<file path="config.mk">
export PLATFORM = sky130hd
export DESIGN_NAME = fifo_rd_packer
export DESIGN_NICKNAME = d
export VERILOG_FILES = /design/src/rtl/fifo_rd_packer.sv
export SDC_FILE = /design/constraint.sdc
export NUM_CORES = 1
export LEC_CHECK = 0
export ABC_CLOCK_PERIOD_IN_PS = 4400
export BUFFER_PORTS_ARGS = -buffer_cell sky130_fd_sc_hd__buf_2
export CAP_MARGIN = 20
export CORE_UTILIZATION = 35
export DETAILED_ROUTE_END_ITERATION = 7
export GPL_ROUTABILITY_DRIVEN = 0
export HOLD_SLACK_MARGIN = 0.05
export PLACE_DENSITY = 0.53
export SYNTH_ARGS = -nofsm -noshare
export SYNTH_HDL_FRONTEND = slang
export SYNTH_SLANG_ARGS = --single-unit
</file>
<file path="constraint.sdc">
create_clock -name clk -period 4.4 [get_ports clk]
set_input_delay 0.44 -clock clk [delete_from_list [all_inputs] [get_ports clk]]
set_output_delay 0.44 -clock clk [all_outputs]
set_load 0.01 [all_outputs]
</file>
<file path="src/rtl/fifo_rd_packer.sv">
// fifo_rd_packer: read-side consumer of the async FIFO. Pops DATA_WIDTH-bit
// entries (registered rd_data, one cycle latency) and packs PACK_NUM of them,
// first entry in the least significant slot, into one word presented on a
// valid/ready stream. All pop timing is owned here, so the FIFO is never
// over-read and no popped entry is dropped.
// Optional build macro PACK_PARTIAL_FLUSH_EN: a partial word is flushed after
// TIMEOUT idle cycles, with out_keep marking the filled slots.
module fifo_rd_packer #(
   parameter int DATA_WIDTH = 8,
   parameter int PACK_NUM   = 4,
   parameter int TIMEOUT    = 16
) (
   input  logic                           clk,
   input  logic                           rst,
   input  logic                           i_empty,
   output logic                           o_rd_en,
   input  logic [DATA_WIDTH-1:0]          i_rd_data,
   output logic                           o_out_valid,
   input  logic                           i_out_ready,
   output logic [DATA_WIDTH*PACK_NUM-1:0] o_out_data,
   output logic [PACK_NUM-1:0]            o_out_keep
);

   localparam int            CW        = $clog2(PACK_NUM) + 1;
   localparam int            WW        = DATA_WIDTH * PACK_NUM;
   localparam logic [CW-1:0] LAST_SLOT = CW'(PACK_NUM - 1);
   localparam logic [CW-1:0] N_SLOTS   = CW'(PACK_NUM);

   logic [CW-1:0]         r_cnt;
   logic                  r_pend;
   logic [DATA_WIDTH-1:0] r_acc [PACK_NUM];
   logic [WW-1:0]         r_out_data;
   logic [PACK_NUM-1:0]   r_out_keep;
   logic                  r_out_valid;

   logic [CW-1:0]         w_sum;
   logic [CW-1:0]         w_pos;
   logic                  w_last_pop;
   logic                  w_hold;
   logic                  w_pop;
   logic                  w_full;
   logic                  w_flush;
   logic                  w_load;
   logic [WW-1:0]         w_word;
   logic [PACK_NUM-1:0]   w_part_keep;

   // Slot the next pop will land in: captured entries plus the one in flight.
   assign w_sum      = r_cnt + {{(CW-1){1'b0}}, r_pend};
   assign w_pos      = (w_sum == N_SLOTS) ? '0 : w_sum;
   assign w_last_pop = (w_pos == LAST_SLOT);
   assign w_hold     = r_out_valid && !i_out_ready;

   // The pop that completes a word is withheld while the output register is
   // stuck, so the completing capture always finds the register free.
   assign o_rd_en = !rst && !i_empty && !(w_last_pop && w_hold) && !w_flush;
   assign w_pop   = o_rd_en;

   assign w_full = r_pend && (r_cnt == LAST_SLOT);
   assign w_load = w_full || w_flush;

   genvar gi;
   generate
      for (gi = 0; gi < PACK_NUM; gi++) begin : g_slot
         assign w_part_keep[gi] = (CW'(gi) < r_cnt);
         // Word being loaded: the live read data fills the completing slot,
         // filled slots come from the accumulator, the rest read as zero.
         assign w_word[gi*DATA_WIDTH +: DATA_WIDTH] =
            (r_pend && (r_cnt == CW'(gi))) ? i_rd_data :
            (w_part_keep[gi] ? r_acc[gi] : '0);
      end
   endgenerate

`ifdef PACK_PARTIAL_FLUSH_EN
   localparam logic [7:0] TIMEOUT_C = 8'(TIMEOUT);
   logic [7:0] r_idle;

   assign w_flush = (r_idle == TIMEOUT_C) && (r_cnt != '0) && !r_pend && !w_hold;

   // Idle counter: counts starved cycles with a partial word, saturating at TIMEOUT.
   always_ff @(posedge clk or posedge rst) begin
      if (rst) begin
         r_idle <= '0;
      end else if (w_pop || r_pend || w_flush) begin
         r_idle <= '0;
      end else if ((r_cnt != '0) && i_empty && (r_idle != TIMEOUT_C)) begin
         r_idle <= r_idle + 8'd1;
      end
   end
`else
   assign w_flush = 1'b0;
`endif

   // Accumulator: the in-flight entry is written into slot cnt.
   always_ff @(posedge clk or posedge rst) begin
      if (rst) begin
         for (int k = 0; k < PACK_NUM; k++) begin
            r_acc[k] <= '0;
         end
      end else if (r_pend) begin
         for (int k = 0; k < PACK_NUM; k++) begin
            if (r_cnt == CW'(k)) begin
               r_acc[k] <= i_rd_data;
            end
         end
      end
   end

   // Read-latency flag, slot counter and output register with handshake.
   always_ff @(posedge clk or posedge rst) begin
      if (rst) begin
         r_pend      <= 1'b0;
         r_cnt       <= '0;
         r_out_valid <= 1'b0;
         r_out_data  <= '0;
         r_out_keep  <= '0;
      end else begin
         r_pend <= w_pop;
         if (w_load) begin
            r_cnt <= '0;
         end else if (r_pend) begin
            r_cnt <= r_cnt + CW'(1);
         end
         if (w_load) begin
            r_out_valid <= 1'b1;
            r_out_data  <= w_word;
            r_out_keep  <= w_full ? '1 : w_part_keep;
         end else if (r_out_valid && i_out_ready) begin
            r_out_valid <= 1'b0;
         end
      end
   end

   assign o_out_valid = r_out_valid;
   assign o_out_data  = r_out_data;
   assign o_out_keep  = r_out_keep;

endmodule

</file>
# == Word-level counts from Yosys, hierarchy flattened ==
# Index checks and enable logic that the tools add are counted.
# classes
add_sub_neg,2
mul,0
n_div,0
magnitude_cmp,3
n_eq_ne,5
n_shift,0
mux,11
bitwise,0
n_reduce_logical,19
# ops
cell,count
8-bit two-way mux,6
"3-bit by 2-bit == test with 1-bit output, second input constant",3
1-bit logical AND,9
3-bit two-way mux,3
"1-bit by 3-bit < comparator with 1-bit output, first input constant",2
2-bit AND reduction,3
1-bit zero test,4
2-bit nonzero test,2
3-bit by 1-bit adder with 3-bit output,1
"3-bit by 1-bit adder with 3-bit output, second input constant",1
"3-bit by 1-bit == test with 1-bit output, second input constant",1
"3-bit == test, second input constant",1
3-bit zero test,1
"2-bit by 3-bit < comparator with 1-bit output, first input constant",1
1-bit two-way mux,2
# totals
reg_bits,62
latch_bits,0
ramBits,0
mem_bits_ro,0
inputBits,12
out_inout_bits,38
word_cells,48
mem_count,0

# == Longest topological paths before layout ==
# Gate-level depths: netlist of run 1.
# logic_depth
depth_word,7
ltp_mapped,7
ltp_nobuf,5

# == Worst setup path before layout of run 1 ==
# Ideal clock, no wire load.
# synth_path
path_type,register to output
from,reg r_cnt[0]
to,out o_rd_en
arrival_time_ns,1.258
required_time_ns,3.960
slack_ns,2.702
path_stages_with_launch,6
n_path_buf,0
path_cell_list,dfrtp_1 ha_1 ha_1 nand2_1 nor3_1 nor3_1
# synth_between
elab_chain_cells,7
# synth_lines
element,line_no,rtl
"start, declared",29,logic [CW-1:0] r_cnt;
"start signal, assigned",121,r_cnt <= r_cnt + CW'(1);
3-bit by 1-bit adder with 3-bit output (*),48,"assign w_sum = r_cnt + {{(CW-1){1'b0}}, r_pend};"
3-bit == test,49,assign w_pos = (w_sum == N_SLOTS) ? '0 : w_sum;
3-bit two-way mux (*),49,
3-bit by 2-bit == test with 1-bit output (*),50,assign w_last_pop = (w_pos == LAST_SLOT);
1-bit logical AND (*),55,assign o_rd_en = !rst && !i_empty && !(w_last_pop && w_hold) && !w_flush;
1-bit zero test (*),55,
1-bit logical AND (*),55,
"end, declared",16,"output logic o_rd_en,"
# Mark *: on every way between the ends. The rest lies on a longest branch, timed or not.

# == Worst setup path after layout of run 1 ==
# layout_path
from,reg r_pend
to,out o_rd_en
# layout_between
elab_chain_cells,7
# layout_lines
element,line_no,rtl
"start, declared",30,logic r_pend;
"start signal, assigned",117,r_pend <= w_pop;
3-bit by 1-bit adder with 3-bit output (*),48,
3-bit == test,49,
3-bit two-way mux (*),49,
3-bit by 2-bit == test with 1-bit output (*),50,
1-bit logical AND (*),55,
1-bit zero test (*),55,
1-bit logical AND (*),55,
# Marks and branches as above.

==> results.toml, run 1 <==
[outcome]
status = "finished clean"

[critical_path]
r2r_end = "o_out_data[5]$_DFFE_PP0P_"
crit_chain = "ha_1 > ha_1 > xor2_1 > nor3_1 > nor3_1 > buf_2"
crit_path_top_delay_cell = "dfrtp_1"
endpoint_kind = "output pin"
crit_arrival_ns = 1.94
critPathLaunch = "r_pend$_DFF_PP0_"
cp_data_required_time_ns = 3.96
reg2reg_depth = 4
crit_type = "reg -> out"
crit_path_max_fanout = 13
cpPeakStageDelay_ns = 0.59
r2r_start = "r_cnt[1]$_DFFE_PP0P_"
start_kind = "flip-flop"
reg2reg_setup_slack_ns = 2.09

[routing]
drtIter0Drc = 123
drtPass1Iterations = 4
wl_microns = 5910
drcViolationCount = 0
vias = 1858
drtAntennaViolNets = 0
routedWlPerCell_microns = 16.2
vias_per_cell = 5.09

[global_route]
grt_pass1_vias = 1842
antenna_found_initial = 0
grt_max_degree = 42
grt_usage_pct = 17.1
grt_pass1_wl_microns = 9650
gr-total-overflow = 0

[synthesis]
yosysSeqAreaShare_pct = 58.3
syn_nets = 232
yosysUniqueCellTypes = 30
syn_area_per_cell_sq_um = 12.4
syn-instance-count = 215
yosysWarnings = 0
synth_area_sq_um = 2660
ys_ff_latch = 62

[run]
max-cap-violations = 0

[sta]
rsz0062_at_grt = "false"
clock.fmax_mhz = 420
relSlewSlack_pct = 58.3
slew_violations = 0
tightest_slew_ns = 0.623
setup_viol = 0
period_needed_ns = 2.38
finalClockSkew_ns = 0.00651
hold_viol_final = 0
finalSetupTns_ns = 0
fin_crit_sh_pct = 54.1

[cts]
path_clk_slew_ns = 0.07
worstSkewPairLatency_ns = 0.34
post_cts_resized = 0
cts_tree = "built"
cts_buffers = 9
clkSinkCount = 62
cts_hold_buf = 0
cts_max_level = 3
postCtsSetupBuffers = 0
cts_buffer_depth = 2
cts_root_buffer = "clkbuf_8"

[floorplanning]
rows = 31
ios = 50
start_util_pct = 36.5
die_w_microns = 89.2
die_area_sq_um = 7960
floorplan.core_area_sq_um = 7290
die_h_microns = 89.2

[layout]
final_common_cell = "dfrtp_1"
multi_input_area_sq_um = 993
antenna_cells = 0
fin_nets = 278
fillerInstances = 736
areaGrowthSynthToFinish_pct = 17.8
seq_area_sq_um = 1550
mostFrequentLayoutCells = "dfrtp_1 (62), buf_2 (49), nand2_1 (30), mux2_2 (23), nor2_1 (16)"
design_area_sq_um = 3140
final_core_util_pct = 43.0
drive_above_1_share_pct = 36.1

[placement]
dp_hpwl_microns = 3650
place_area_sq_um = 2930
portBuffers = 49

[hold_path]
hp-class = "in -> async"

[power]
powerDensity_nw_per_um2 = 662
vdd_drop_max_mv = 0.261
p_leak_nw = 1.57
-- sequential cells by signal (all words and copies together) (netlist names) --
register	count
o_out_data	32
o_out_keep	1
o_out_valid	1
r_acc	24
r_cnt	3
r_pend	1
-- logic make-up after synthesis --
family	Yosys count	synth area share, %
and+or+nand+nor	76	15.2
DFF	62	58.3
xor gates and xnor gates	1	0.329
buffers and inverters	19	4.42
AOI/OAI and AO/OA	29	9.73
adders and majority gates	5	2.35
muxes	23	9.73
-- cell usage after synthesis, drive strengths merged --
cell,n,area [sq um]
and3b,1,8.76
dfrtp,62,1550
nor3,2,10.0
nor4,1,21.3
a221oi,7,61.3
a21boi,1,7.51
nand3b,3,35.0
mux2,23,259
a221o,15,150
buf,15,103
a31oi,2,12.5
o21ai,3,15.0
clkbuf,1,3.75
a211oi,1,12.5
nand2,30,113
nand2b,2,12.5
inv,3,11.3
and3,15,93.8
nand3,2,10.0
ha,5,62.6
nand4b,1,8.76
nor2,16,60.1
and4bb,1,12.5
xor2,1,8.76
nor3b,1,12.5
nand4,1,6.26
-- worst max path at each step --
stage                                       to  slack, ns  depth (start not counted)
floorplan            o_out_data[0]$_DFFE_PP0P_       2.42                          1
global placement    o_out_data[19]$_DFFE_PP0P_       2.09                          4
detailed placement   o_out_data[6]$_DFFE_PP0P_       2.03                          4
CTS                  o_out_data[5]$_DFFE_PP0P_       1.98                          4
global route                           o_rd_en       1.83                          6
finish                                 o_rd_en       2.02                          6
-- metal layers --
| metal | GRT usage [%] | wire [microns] | up-vias | share of wire (%) |
|---|---|---|---|---|
| li1 | - | - | 871 | - |
| met1 | 21.4 | 2630 | 919 | 45 |
| met2 | 27.3 | 2840 | 61 | 48 |
| met3 | 6.56 | 327 | 7 | 5.5 |
| met4 | 5.92 | 110 | 0 | 1.9 |
| met5 | 0 | 0 | - | 0 |
-- final cells by class --
cell class / count / area share, %
sequential: 62 / 49.5
multi-input combinational: 134 / 31.7
timing repair buffer: 51 / 8.54
clock buffer: 9 / 3.95
tap: 99 / 3.95
clock inverter: 7 / 2.07
inverter: 3 / 0.359
-- worst max-delay path, delay by kind of cell (launching register included) --
| family | cells | cell delay [ns] |
|---|---|---|
| DFF | 1 | 0.59 |
| adders and majority gates | 2 | 0.41 |
| buffers and inverters | 1 | 0.18 |
| xor gates and xnor gates | 1 | 0.15 |
| and+or+nand+nor | 2 | 0.27 |
-- power by group --
part	switching [mW]	internal (mW)	leakage, nW	total, mW
Combinational	0.307	0.304	0.720	0.611
Sequential	0.153	0.828	0.757	0.980
Clock	0.228	0.257	0.0948	0.485
Total	0.687	1.39	1.57	2.08
-- per-stage QoR --
step	setup slack, ns	hold WS, ns	power, mW	cells
after floorplan	2.42	0.447	1.39	215
after global placement	2.09	0.458	1.59	348
after detailed placement	2.03	0.460	1.61	348
after CTS	1.98	0.118	2.10	364
after global routing	1.83	0.144	2.24	365
final	2.02	0.114	2.08	365
Note: power is estimated with default switching activity, not from simulation.
==> inputs of run 2 (changes only) <==
--- a/config.mk
+++ b/config.mk
@@ -5,14 +5,14 @@
 export SDC_FILE = /design/constraint.sdc
 export NUM_CORES = 1
 export LEC_CHECK = 0
-export ABC_CLOCK_PERIOD_IN_PS = 4400
+export ABC_CLOCK_PERIOD_IN_PS = 2000
 export BUFFER_PORTS_ARGS = -buffer_cell sky130_fd_sc_hd__buf_2
 export CAP_MARGIN = 20
 export CORE_UTILIZATION = 35
 export DETAILED_ROUTE_END_ITERATION = 7
 export GPL_ROUTABILITY_DRIVEN = 0
 export HOLD_SLACK_MARGIN = 0.05
-export PLACE_DENSITY = 0.53
+export PLACE_DENSITY = 0.55
 export SYNTH_ARGS = -nofsm -noshare
 export SYNTH_HDL_FRONTEND = slang
 export SYNTH_SLANG_ARGS = --single-unit
==> constraint.sdc (replaced) <==
create_clock -name clk -period 2 [get_ports clk]
set_input_delay 0.2 -clock clk [delete_from_list [all_inputs] [get_ports clk]]
set_output_delay 0.2 -clock clk [all_outputs]
set_load 0.01 [all_outputs]
==> run 2 against run 1 <==
Against the previous run:
- sequential power rose by 120%
- routed wire length rose by 1.2%
- first-iteration DRC count fell by 38%
- utilization rose by 2.6 points
- highest routed layer unchanged
- critical path depth did not move
- design area rose by 6.0%
- hold slack improved by 0.046 ns
- largest cell class unchanged
- power rose by 130%
- final cell count rose by 4.7%
==> results.toml, run 2 (synthesis results as in run 1) <==
[outcome]
status = "finished clean"

[power]
switching_share_pct = 31.1
p_comb_share_pct = 30.8
vdd_drop_max_mv = 0.646
internal_power_mw = 3.32
powerDensity_nw_per_um2 = 1450
seqPwrFrac_pct = 44.3
p_leak_nw = 1.67
switchingPower_mw = 1.50
power_frac_clock_pct = 24.9

[sta]
rsz0062_at_grt = "false"
slew_violations = 0
fin_ws_ns = 0.105
setup_viol = 0
period_needed_ns = 1.89
relSlewSlack_pct = 57.5
hold_viol_final = 0
clock.fmax_mhz = 528
fin_crit_sh_pct = 94.7
finalSetupTns_ns = 0
finalClockSkew_ns = 0.00553
tightest_slew_ns = 0.636

[global_route]
grt_pass1_wl_microns = 9560
top_usage_layer = "met2"
grt_pass1_vias = 1837
use_met1_pct = 21.9
grt_max_degree = 27
globalRouteMet2Util_pct = 27.9
gr-total-overflow = 0
grt_use_met3_pct = 6.19
antenna_found_initial = 0
grt_usage_pct = 17.2

[critical_path]
cp_data_required_time_ns = 1.80
crit_arrival_ns = 1.69
critPathLaunch = "r_cnt[0]$_DFFE_PP0P_"
endpoint_kind = "output pin"
crit_type = "reg -> out"
r2r_end = "o_out_data[6]$_DFFE_PP0P_"
reg2reg_setup_slack_ns = 0.17
reg2reg_depth = 4
crit_path_max_fanout = 5
crit_end = "o_rd_en"
r2r_start = "r_cnt[0]$_DFFE_PP0P_"
start_kind = "flip-flop"

[layout]
drive_above_1_share_pct = 40.6
fin_nets = 295
largest_reg_flops = 32
fillerInstances = 726
areaGrowthSynthToFinish_pct = 24.9
antenna_cells = 0
final_common_cell = "dfrtp_1"
multi_input_area_sq_um = 1020
mostFrequentLayoutCells = "dfrtp_1 (61), buf_2 (49), nand2_1 (30), mux2_2 (23)"
seq_area_sq_um = 1550

[cts]
cts_root_buffer = "clkbuf_8"
cts_buffers = 9
cts_max_level = 3
path_clk_slew_ns = 0.07
worstSkewPairLatency_ns = 0.34
cts_tree = "built"
cts_buffer_depth = 2
clkSinkCount = 62

[floorplanning]
start_util_pct = 36.5
ios = 50
rows = 31
die_w_microns = 89.2
die_area_sq_um = 7960
floorplan.core_area_sq_um = 7290
die_h_microns = 89.2

[run]
max-cap-violations = 0

[hold_path]
hp-class = "in -> reg"
hold_path_depth = 3

[routing]
routedWlPerCell_microns = 15.6
drcViolationCount = 0
vias_per_cell = 4.92
drtIter0Drc = 76
drtPass1Iterations = 4
wl_microns = 5980
vias = 1880
drtAntennaViolNets = 0

[placement]
dp_hpwl_microns = 4010
dpl_worst_slack_ns = 0.0926
portBuffers = 49
## run 2: cell count changes in the layout (fill, tap and decap cells not counted), sizes merged
cell         previous run  this run
buf                    51        66
bufinv                  1         2
clkbuf                  9        12
clkinv                  4         2
clkinvlp                2         0
dlygate4sd3             0         2
## run 2: per-stage QoR
| step | std cells | total power, mW | utilization [%] | hold WS [ns] | instance area, sq um |
|---|---|---|---|---|---|
| after floorplan | 215 | 3.05 | - | 0.305 | 2660 |
| after global placement | 360 | 3.59 | 41.6 | 0.308 | 3040 |
| after detailed placement | 360 | 3.61 | 41.6 | 0.312 | 3040 |
| after CTS | 378 | 4.84 | 44.9 | 0.129 | 3270 |
| after global routing | 382 | 5.18 | 45.6 | 0.154 | 3320 |
| final | 382 | 4.81 | 45.6 | 0.161 | 3320 |
## run 2: area by class of cell
| class | instances | share of cell area (%) |
|---|---|---|
| sequential | 62 | 46.7 |
| multi-input combinational | 134 | 30.6 |
| timing repair buffer | 68 | 12.2 |
| clock buffer | 12 | 4.37 |
| tap | 99 | 3.73 |
| clock inverter | 4 | 2.11 |
| inverter | 3 | 0.339 |
## run 2: worst min path at each step
stage	startpoint	endpoint	slack, ns
6_report	i_out_ready	o_out_valid$_DFFE_PP0P_	0.16
3_5_place_dp	rst	o_out_valid$_DFFE_PP0P_	0.31
4_1_cts	i_out_ready	o_out_valid$_DFFE_PP0P_	0.13
3_3_place_gp	rst	r_pend$_DFF_PP0_	0.31
5_1_grt	i_out_ready	o_out_valid$_DFFE_PP0P_	0.15
2_1_floorplan	i_rd_data[0]	o_out_data[24]$_DFFE_PP0P_	0.31
## run 2: worst max-delay path, stage by stage, from the launching register on
cell	delay [ns]
dfrtp_1	0.41
ha_2	0.20
ha_2	0.18
xor2_2	0.15
nor3_2	0.06
nor3_2	0.19
buf_2	0.16
## run 2: repair_timing
item	CTS	global route
hold endpoints to repair	24	0
resized for setup	0	6
endpoints found under the setup margin	0	9
buffers inserted	0	4
hold buffers	2	0
## run 2: layer usage
layer,vias up,part of all wire (%)
met1,922,47
met4,0,0.99
met3,5,4.5
li1,898,-
met5,-,0
met2,55,47
## run 2: power groups by stage
stage / registers, mW / clock network (mW) / logic (mW)
2_1_floorplan: 2.25 / 0 / 0.803
4_1_cts: 2.14 / 1.24 / 1.46
3_5_place_dp: 2.16 / 0 / 1.45
3_3_place_gp: 2.15 / 0 / 1.43
6_report: 2.13 / 1.20 / 1.48
5_1_grt: 2.20 / 1.29 / 1.69
==> inputs of run 3 (changes only) <==
--- a/config.mk
+++ b/config.mk
@@ -11,8 +11,10 @@
 export CORE_UTILIZATION = 35
 export DETAILED_ROUTE_END_ITERATION = 7
 export GPL_ROUTABILITY_DRIVEN = 0
+export GPL_TIMING_DRIVEN = 0
 export HOLD_SLACK_MARGIN = 0.05
 export PLACE_DENSITY = 0.55
+export RECOVER_POWER = 50
 export SYNTH_ARGS = -nofsm -noshare
 export SYNTH_HDL_FRONTEND = slang
 export SYNTH_SLANG_ARGS = --single-unit
==> run 3 against run 2 <==
Against the previous run:
- first-iteration DRC count grew 26%
- critical endpoint unchanged
- die area did not move
- non-clock buffer count grew 5
- global-route usage increased by 0.80 points
- flip-flop and latch count did not move
- via count is 1.4% higher
- power is 1.0% lower
- largest power group unchanged
- design area barely moved
- register-to-register slack lost 0.04 ns
- utilization is essentially flat
- sequential share of layout area barely moved
- clock-buffer cell count unchanged
==> results.toml, run 3 (synthesis results as in run 1) <==
[hold_path]
hp-class = "in -> reg"

[sta]
clock.fmax_mhz = 518
hold_slack_ns = 0.160
setup_viol = 0
relSlewSlack_pct = 19.1
period_needed_ns = 1.93
finalSetupTns_ns = 0
rsz0062_at_grt = "false"
tightest_slew_ns = 1.21
fin_crit_sh_pct = 96.5
finalClockSkew_ns = 0.00995
hold_viol_final = 0
slew_violations = 0

[cts]
cts_root_buffer = "clkbuf_8"
cts_max_level = 3
clkSinkCount = 62
cts_buffers = 9
worstSkewPairLatency_ns = 0.34
path_clk_slew_ns = 0.07
cts_buffer_depth = 2
cts_tree = "built"

[floorplanning]
die_w_microns = 89.2
rows = 31
ios = 50
floorplan.core_area_sq_um = 7290
die_area_sq_um = 7960
die_h_microns = 89.2
start_util_pct = 36.5

[power]
powerDensity_nw_per_um2 = 1430
finalPower_mw = 4.76
vdd_drop_max_mv = 0.583
p_leak_nw = 1.57

[placement]
dp_hpwl_microns = 3960
portBuffers = 49
place_area_sq_um = 3050

[layout]
largest_reg_flops = 32
final_common_cell = "dfrtp_1"
antenna_cells = 0
areaGrowthSynthToFinish_pct = 24.9
design_area_sq_um = 3330
mostFrequentLayoutCells = "dfrtp_1 (61), clkbuf_1 (37), nand2_1 (30), mux2_2 (23), buf_2 (18)"
drive_above_1_share_pct = 28.1
fin_nets = 300

[critical_path]
crit_path_max_fanout = 5
reg2reg_setup_slack_ns = 0.13
endpoint_kind = "output pin"
crit_arrival_ns = 1.73
start_kind = "flip-flop"
cp_data_required_time_ns = 1.80
crit_type = "reg -> out"

[run]
max-cap-violations = 0

[global_route]
grt_max_degree = 34
antenna_found_initial = 0
gr-total-overflow = 0
grt_pass1_wl_microns = 10200
grt_pass1_vias = 1921
grt_usage_pct = 18.0

[routing]
drtAntennaViolNets = 0
vias = 1907
drtIter0Drc = 96
routedWlPerCell_microns = 16.3
drtPass1Iterations = 4
wl_microns = 6320
drcViolationCount = 0
vias_per_cell = 4.93

[outcome]
status = "finished clean"
## run 3: changes by cell type in the layout (fill, tap and decap cells not counted), sizes merged
| cell | previous run | this run |
|---|---|---|
| buf | 66 | 36 |
| clkbuf | 12 | 47 |
## run 3: critical path: stages, from the launching register on
cell	delay, ns
dfrtp_1	0.43
ha_2	0.22
ha_4	0.16
xor2_2	0.15
nor3_2	0.07
nor3_2	0.21
buf_2	0.16
## run 3: cell type report
cell class | instances | area (sq um)
Fill cell | 752 | 3970
Sequential cell | 62 | 1550
Multi-Input combinational cell | 134 | 1030
Timing Repair Buffer | 58 | 287
Clock buffer | 12 | 145
Tap cell | 99 | 124
Buffer | 15 | 103
Clock inverter | 4 | 70.1
Inverter | 3 | 11.3
## run 3: path summary, 6_finish.rpt
path | startpoint | endpoint | cells past startpoint
hold reg to reg | o_out_data[29]$_DFFE_PP0P_ | o_out_data[29]$_DFFE_PP0P_ | 2
setup reg to reg | r_cnt[1]$_DFFE_PP0P_ | r_acc[25]$_DFFE_PP0P_ | 5
setup / recovery | r_cnt[0]$_DFFE_PP0P_ | o_rd_en | 6
hold / removal | i_rd_data[0] | o_out_data[24]$_DFFE_PP0P_ | 3
min in group asynchronous | rst | r_acc[13]$_DFFE_PP0P_ | 3
max in group asynchronous | rst | r_pend$_DFF_PP0_ | 3
## run 3: power by group
part / leakage [nW] / internal [mW] / switching, mW
clock: 0.110 / 0.733 / 0.476
combinational: 0.706 / 0.665 / 0.747
sequential: 0.755 / 1.82 / 0.321
## run 3: layer usage
layer | GRT usage (%) | vias up | part of all wire (%)
met2 | 27.6 | 51 | 47
met5 | 0 | - | 0
met4 | 4.33 | 0 | 0.76
met1 | 24.6 | 947 | 47
met3 | 6.09 | 6 | 5.5
li1 | - | 903 | -
## run 3: what timing repair did
action | in CTS | in global routing
resized for setup | 0 | 8
hold endpoints to repair | 30 | 0
endpoints found under the setup margin | 15 | 17
pin swaps | 2 | 4
hold buffers | 2 | 0
buffers inserted | 3 | 3
## run 3: stage by stage
stage / utilization [%] / worst slack (ns) / std cells
3_5_place_dp: 41.8 / -0.105 / 364
6_report: 45.6 / 0.0700 / 387
4_1_cts: 45.4 / 0.0186 / 385
2_1_floorplan: - / 0.259 / 215
3_3_place_gp: 41.6 / -0.632 / 363
5_1_grt: 45.6 / 0.00299 / 387
